==> config.mk <==
export PLATFORM = sky130hd
export DESIGN_NAME = noc_endpoint_ni
export DESIGN_NICKNAME = d
export VERILOG_FILES = /design/src/rtl/noc_endpoint_ni.sv
export SDC_FILE = /design/constraint.sdc
export NUM_CORES = 1
export LEC_CHECK = 0
export ABC_CLOCK_PERIOD_IN_PS = 2800
export BUFFER_PORTS_ARGS = -buffer_cell sky130_fd_sc_hd__buf_2
export CORE_MARGIN = 4
export CORE_UTILIZATION = 50
export DETAILED_ROUTE_END_ITERATION = 8
export GPL_TIMING_DRIVEN = 0
export PLACE_DENSITY_LB_ADDON = 0.08
export RECOVER_POWER = 100
export REMOVE_ABC_BUFFERS = 1
export SKIP_LAST_GASP = 1
export SYNTH_ARGS = -nofsm -noshare
export SYNTH_HDL_FRONTEND = slang
export SYNTH_SLANG_ARGS = --single-unit
==> constraint.sdc <==
create_clock -name clk -period 2.8 [get_ports clk]
set_clock_uncertainty 0.15 [all_clocks]
set_input_delay 0.14 -clock clk [delete_from_list [all_inputs] [get_ports clk]]
set_output_delay 0.14 -clock clk [all_outputs]
set_load 0.005 [all_outputs]
==> src/rtl/noc_endpoint_ni.sv <==
// noc_endpoint_ni: credit-flow-controlled network interface on a router local port
module noc_endpoint_ni #(
  parameter int XCOORD     = 0,
  parameter int YCOORD     = 0,
  parameter int TX_CREDITS = 4,
  parameter int RX_DEPTH   = 4,
  parameter bit CHECK_DEST = 1
) (
  input  logic        clk,
  input  logic        rst,
  input  logic        tx_valid,
  output logic        tx_ready,
  input  logic [3:0]  tx_dest_x,
  input  logic [3:0]  tx_dest_y,
  input  logic [7:0]  tx_payload,
  output logic [15:0] data_o,
  output logic        valid_o,
  input  logic        credit_i,
  input  logic [15:0] data_i,
  input  logic        valid_i,
  output logic        credit_o,
  output logic        rx_valid,
  input  logic        rx_ready,
  output logic [7:0]  rx_payload,
  output logic        err_credit,
  output logic        err_rx_ovf,
  output logic [7:0]  misroute_cnt
);
  localparam int CW = $clog2(TX_CREDITS + 1);
  localparam int AW = RX_DEPTH > 1 ? $clog2(RX_DEPTH) : 1;
  localparam int NW = $clog2(RX_DEPTH + 1);
  localparam logic [7:0] HOME = {4'(XCOORD), 4'(YCOORD)};
  localparam logic [CW-1:0] CMAX = CW'(TX_CREDITS);
  localparam logic [AW-1:0] ALAST = AW'(RX_DEPTH - 1);
  logic [CW-1:0] cred_q, cred_d;
  logic [15:0] data_q, data_d;
  logic valid_q, err_c_q, err_c_d, err_o_q, err_o_d, co_q, co_d;
  logic [7:0] mis_q, mis_d;
  logic [2:0] pend_q, pend_d;
  logic [3:0] sum;
  logic [7:0] mem [RX_DEPTH];
  logic [AW-1:0] rd_q, rd_d, wr_q, wr_d;
  logic [NW-1:0] cnt_q, cnt_d;
  logic accept, dest_ok, pop, mis, full, wr;
  assign tx_ready     = cred_q != '0;
  assign rx_valid     = cnt_q != '0;
  assign rx_payload   = mem[rd_q];
  assign data_o       = data_q;
  assign valid_o      = valid_q;
  assign credit_o     = co_q;
  assign err_credit   = err_c_q;
  assign err_rx_ovf   = err_o_q;
  assign misroute_cnt = mis_q;
  always_comb begin
    accept  = tx_valid & tx_ready;
    data_d  = accept ? {tx_payload, tx_dest_x, tx_dest_y} : data_q;
    cred_d  = (accept & ~credit_i) ? cred_q - CW'(1)
            : (credit_i & ~accept & cred_q != CMAX) ? cred_q + CW'(1) : cred_q;
    err_c_d = err_c_q | (credit_i & ~accept & cred_q == CMAX);
    dest_ok = !CHECK_DEST || data_i[7:0] == HOME;
    pop     = rx_valid & rx_ready;
    mis     = valid_i & ~dest_ok;
    full    = cnt_q == NW'(RX_DEPTH);
    wr      = valid_i & dest_ok & (~full | pop);
    err_o_d = err_o_q | (valid_i & dest_ok & full & ~pop);
    cnt_d   = cnt_q + NW'(wr) - NW'(pop);
    rd_d    = pop ? (rd_q == ALAST ? '0 : rd_q + AW'(1)) : rd_q;
    wr_d    = wr ? (wr_q == ALAST ? '0 : wr_q + AW'(1)) : wr_q;
    mis_d   = (mis && mis_q != 8'hFF) ? mis_q + 8'd1 : mis_q;
    // credit events that cannot issue this cycle wait in pend_q
    sum     = {1'b0, pend_q} + 4'(pop) + 4'(mis);
    co_d    = sum != 4'd0;
    pend_d  = 3'(sum - 4'(co_d));
  end
  always_ff @(posedge clk) begin
    if (rst) begin
      cred_q  <= CMAX;
      data_q  <= '0;
      valid_q <= 1'b0;
      err_c_q <= 1'b0;
      err_o_q <= 1'b0;
      mis_q   <= '0;
      pend_q  <= '0;
      co_q    <= 1'b0;
      rd_q    <= '0;
      wr_q    <= '0;
      cnt_q   <= '0;
    end else begin
      cred_q  <= cred_d;
      data_q  <= data_d;
      valid_q <= accept;
      err_c_q <= err_c_d;
      err_o_q <= err_o_d;
      mis_q   <= mis_d;
      pend_q  <= pend_d;
      co_q    <= co_d;
      rd_q    <= rd_d;
      wr_q    <= wr_d;
      cnt_q   <= cnt_d;
    end
  end
  always_ff @(posedge clk) begin
    if (wr) mem[wr_q] <= data_i[15:8];
  end
endmodule

After elaboration in Yosys (flattened, before gate mapping)
Memory sizes are Yosys's and may differ from the RTL's. A register that Yosys moved wholly into a read port is not among the register bits.
Index checks and enable logic that the tools add are counted.
{"block": "op_classes", "add_sub_neg": 10, "n_mul": 0, "div": 0, "n_lt_le_gt_ge": 0, "eq_ne": 6, "shift": 0, "n_mux": 8, "n_bitwise": 19, "reduce_logical": 6}
{"cell": "$and A1 B1 Y1", "count": 11}
{"cell": "$add A8 B1 Y8 const B", "count": 1}
{"cell": "$logic_not A8 Y1", "count": 1}
{"cell": "$mux W2", "count": 4}
{"cell": "$ne A8 B8 Y1 const B", "count": 1}
{"cell": "$eq A3 B3 Y1 const B", "count": 2}
{"cell": "$mux W3", "count": 2}
{"cell": "$reduce_bool A3 Y1", "count": 2}
{"cell": "$sub A3 B1 Y3", "count": 2}
{"cell": "$not A1 Y1", "count": 5}
{"cell": "$add A2 B1 Y2 const B", "count": 2}
{"cell": "$add A3 B1 Y4", "count": 1}
{"cell": "$add A4 B1 Y4", "count": 1}
{"cell": "$eq A2 B2 Y1 const B", "count": 2}
{"cell": "$reduce_bool A4 Y1", "count": 1}
{"cell": "$add A3 B1 Y3", "count": 1}
{"cell": "$add A3 B1 Y3 const B", "count": 1}
{"cell": "$ne A3 B3 Y1 const B", "count": 1}
{"cell": "$or A1 B1 Y1", "count": 3}
{"cell": "$sub A3 B1 Y3 const B", "count": 1}
{"cell": "$mux W1", "count": 2}
{"cell": "$reduce_bool A2 Y1", "count": 1}
{"cell": "$logic_and A1 B1 Y1", "count": 1}
{"block": "totals", "ff_bits": 41, "latch_bits": 0, "ram_bits": 32, "rom_bits": 0, "in_bits": 38, "n_memories": 1}
{"name": "mem", "depth": 4, "word_bits": 8, "read_ports": 1, "rd_ports_with_merged_regs": 1, "wr": 1, "line_no": "41", "rtl": "logic [7:0] mem [RX_DEPTH];"}

Depth between registers and ports, before layout
{"block": "logic_depth", "depth_word": 7, "depth_mapped": 14}

Worst setup path before layout
Ideal clock, no wire load.
{"block": "synth_path", "path_kind": "register -> register", "from": "register cnt_q[1]", "to": "register pend_q[2]", "setup_time_ns": 0.128, "arrival_time_ns": 2.254, "required_ns": 2.522, "path_slack_ns": 0.269, "stages_incl_launch_ff": 14, "n_path_buf": 0, "period_less_slack_ns": 2.531, "path_cell_list": "dfxtp_1 or3_1 nand2_1 fa_1 inv_1 ha_1 nand2_1 a21oi_1 o211ai_1 ha_1 ha_1 xor2_1 xnor2_1 nor2_1"}
{"block": "synth_via", "elab_chain_cells": 6}
{"item": "from (decl)", "line_no": "43", "rtl": "logic [NW-1:0] cnt_q, cnt_d;"}
{"item": "from (signal assigned)", "line_no": "99", "rtl": "cnt_q <= cnt_d;"}
{"item": "$reduce_bool A3 Y1", "line_no": "46", "rtl": "assign rx_valid = cnt_q != '0;"}
{"item": "via rx_valid", "line_no": "22", "rtl": "output logic rx_valid,"}
{"item": "$and A1 B1 Y1", "line_no": "61", "rtl": "pop = rx_valid & rx_ready;"}
{"item": "$add A3 B1 Y4", "line_no": "71", "rtl": "sum = {1'b0, pend_q} + 4'(pop) + 4'(mis);"}
{"item": "$add A4 B1 Y4", "line_no": "71"}
{"item": "$reduce_bool A4 Y1", "line_no": "72", "rtl": "co_d = sum != 4'd0;"}
{"item": "via co_d", "line_no": "37", "rtl": "logic valid_q, err_c_q, err_c_d, err_o_q, err_o_d, co_q, co_d;"}
{"item": "$sub A3 B1 Y3", "line_no": "73", "rtl": "pend_d = 3'(sum - 4'(co_d));"}
{"item": "to (signal assigned)", "line_no": "95", "rtl": "pend_q <= pend_d;"}
{"item": "to (decl)", "line_no": "39", "rtl": "logic [2:0] pend_q, pend_d;"}
The timed path passes the listed nets, and every way through them passes these cells.
A chain may end at the register's enable or synchronous reset.

Final worst setup path
{"block": "layout_path", "from": "register cnt_q[0]", "to": "register pend_q[2]"}
{"block": "layout_via", "elab_chain_cells": 6}
{"item": "$reduce_bool A3 Y1", "line_no": "46"}
{"item": "$and A1 B1 Y1", "line_no": "61"}
{"item": "$add A3 B1 Y4", "line_no": "71"}
{"item": "$add A4 B1 Y4", "line_no": "71"}
{"item": "$reduce_bool A4 Y1", "line_no": "72"}
{"item": "via co_d", "line_no": "37"}
{"item": "$sub A3 B1 Y3", "line_no": "73"}
The timed path passes the listed nets, and every way through them passes these cells.

==> flow_summary.ini <==
[power_and_ir_drop]
finalPower_w = 0.00292
p_leak_nw = 1.56
p_per_area_nw_per_um2 = 720
ir_drop_uv = 458

[run_status]
status = finished clean

[clocking]
cts_tree = yes
clock_path_buffers = 2
postCtsSetupBuffers = 0
cts_buffers = 9
htreeDepth = 3
clk_pin_slew_worst_paths_ns = 0.07
root_buffer = clkbuf_8
clock_sinks = 75
clkLatencyLatePin_ns = 0.33

[yosys]
seq_area_frac_synth_pct = 57.6
ys_types = 42
synth_top_area_share_pct = 30.4
synth_seq_cells = 75
synth_ff_type = dfxtp_1
synth_cells = 271
avgSynthCellArea_um2 = 11.7
ys_warn_count = 0
synth_async_sr_flop_share_pct = 0
synth_edf_count = 32
synth.largest_area_cell = edfxtp_1
synth_area_leaders = edfxtp_1 (30%), dfxtp_1 (27%), mux4_2 (5.7%)
syn_area_um2 = 3160

[sta]
maxSlewViolCount = 0
worstMarginPinSlew_ns = 0.783
finalHoldViolations = 0
fin_crit_sh_pct = 93.5
rsz0062_at_grt = yes
fmax_ghz = 0.382
max-slew-margin-rel_pct = 47.8
whs_ns = 0.0561
fin_tns_setup_ns = 0
setup_violations = 0
period_needed_ns = 2.62

[min_path]
hold_path.class = input pin to register

[floorplanning]
dieHeight_um = 87.5
core_region_area_um2 = 6030
fp.dieW_um = 87.5
start_util_pct = 52.5
die_area_um2 = 7660
row_count = 28
io_pins = 76

[global_route]
grt_pass1_wl_um = 10700
grt_max_degree = 44
antenna_found_initial = 0
grt_overflow = 0
grt_pass1_vias = 2331
grt_usage_pct = 18.3

[critical_path]
worst-path-buf-inv = 1
arrival_ns = 2.67
cpMostUsedCell = ha_1
worst_setup_path_start_kind = register
required_ns = 2.85
crit_type = register to register
worstSetupEndpointType = register
slowest_delay_ns = 0.39
cpMaxStageDelayCell = fa_1
cp_top_family = adder cells
crit_fanout = 5
cp_cell_sequence = or3_4 > nand2_2 > fa_1 > inv_1 > ha_2 > nand2_1 > a21oi_1 > o211ai_1 > ha_1 > ha_1 > xor2_1 > xnor2_1 > nor2_1

[place]
place.gp.congestion = 0.762
port_buffers = 75
dpl-instance-area_um2 = 3570
hpwl_um = 4060

[finish]
multi_input_area_um2 = 1240
fill_cells = 493
regArea_um2 = 1820
area_delta_synth_final_pct = 28.4
antenna_cells = 0
fin_area_um2 = 4060
fin_util_pct = 67.4
final_layout_size_suffix_gt1_share_pct = 22.9
nNetsFinal = 422

[detailed_routing]
dr.max_layer_used = met4
first_pass_iters = 4
m1WireLength_um = 2580
num_vias = 2309
drtIter0Drc = 95
via_per_inst = 5.13
totalWireLength_um = 6240
wire_per_inst_um = 13.9
drc_errors = 0
dr_wl_met3_um = 344
wl_met2_um = 3260
antenna_left = 0

[flow_run]
cap_violations = 0
tightest hold or removal path: cells and delay by family:
kind            cells  cell delay [ns]
simple gates        2             0.10
compound gates      1             0.16
buf+inv             1             0.10
Yosys cell counts, drive strengths merged (2+ instances only):
library cell,count
a211oi,3
a21oi,27
and2,5
buf,7
clkbuf,6
dfxtp,43
edfxtp,32
fa,3
ha,11
inv,14
mux2i,2
mux4,8
nand2,38
nand2b,3
nand3,8
nor2,16
nor2b,3
nor3b,3
nor4,2
o211ai,2
o21ai,2
o31ai,4
o41ai,2
or3,5
or4,5
xnor2,3
xor2,3
path summary, 6_finish.rpt:
check | startpoint | to | slack (ns) | cells past startpoint
setup / recovery | cnt_q[0]$_SDFF_PP0_ | pend_q[2]$_SDFF_PP0_ | 0.18 | 13
hold / removal | data_i[6] | err_rx_ovf$_SDFF_PP0_ | 0.06 | 4
setup reg to reg | cnt_q[0]$_SDFF_PP0_ | pend_q[2]$_SDFF_PP0_ | 0.18 | 13
hold reg to reg | data_o[7]$_SDFFE_PP0P_ | data_o[7]$_SDFFE_PP0P_ | 0.31 | 2
layer usage:
metal | global-route usage (%) | vias up
met5 | 0 | -
met4 | 5.02 | 0
met3 | 6.91 | 6
met2 | 31.6 | 54
met1 | 21.4 | 1088
li1 | - | 1161
state kept, by name (all words and copies together) (netlist names), named ones only:
signal	count
wr_q	2
err_rx_ovf	1
misroute_cnt	8
pend_q	3
cnt_q	3
err_credit	1
rd_q	2
data_o	16
credit_o	1
cred_q	3
valid_o	1
mem	32
placed cells by master, fill, tap and decap left out, types with 3 or more instances in the layout:
master         instances
a211oi_1               3
a21oi_1               27
and2_1                 4
buf_2                 51
bufinv_16              3
clkbuf_1              24
clkbuf_8              10
dfxtp_1               42
dlygate4sd3_1         26
edfxtp_1              32
fa_1                   3
ha_1                  10
inv_1                 13
mux4_2                 8
nand2_1               37
nand2b_1               3
nand3_1                7
nor2_1                15
nor2b_1                3
nor3b_1                3
o31ai_1                4
or3_1                  4
or4_1                  5
xnor2_1                3
xor2_1                 3
power breakdown:
part           internal (W)  total, W  leakage, nW  switching [W]
Combinational      0.000341  0.000631        0.794       0.000290
Clock              0.000614  0.000978        0.123       0.000364
Sequential          0.00123   0.00131        0.641      0.0000843
Total               0.00218   0.00292         1.56       0.000739
cells by family (layout without fill, tap and decap cells):
logic type	Yosys count	in the layout	share of synthesized area (%)
and+or+nand+nor	94	94	16.0
DFF	75	75	57.6
AOI/OAI and AO/OA	45	45	8.71
buffers and inverters	27	131	3.44
adders and majority gates	14	14	6.25
muxes	10	10	6.33
xor gates and xnor gates	6	6	1.66
final cells by class:
cell class                 instances  area share (%)
clock buffer                      11            3.48
clock inverter                     5            2.47
inverter                          14            1.29
multi-input combinational        169            30.6
sequential                        75            44.9
tap                               75            2.31
timing repair buffer             101            14.9
what timing repair did:
action | 4_1_cts | 5_1_grt
gates resized for setup | 0 | 5
hold buffers | 26 | 0
endpoints found under the setup margin | 0 | 3
hold endpoints to repair | 51 | 0
metrics by stage:
stage | setup WS, ns | cells
finish | 0.183 | 450
global placement | -0.0609 | 408
global route | -0.0432 | 450
CTS | 0.0184 | 450
detailed placement | -0.116 | 408
floorplan | 0.282 | 258
No activity file was read; power rests on OpenSTA's default activity.
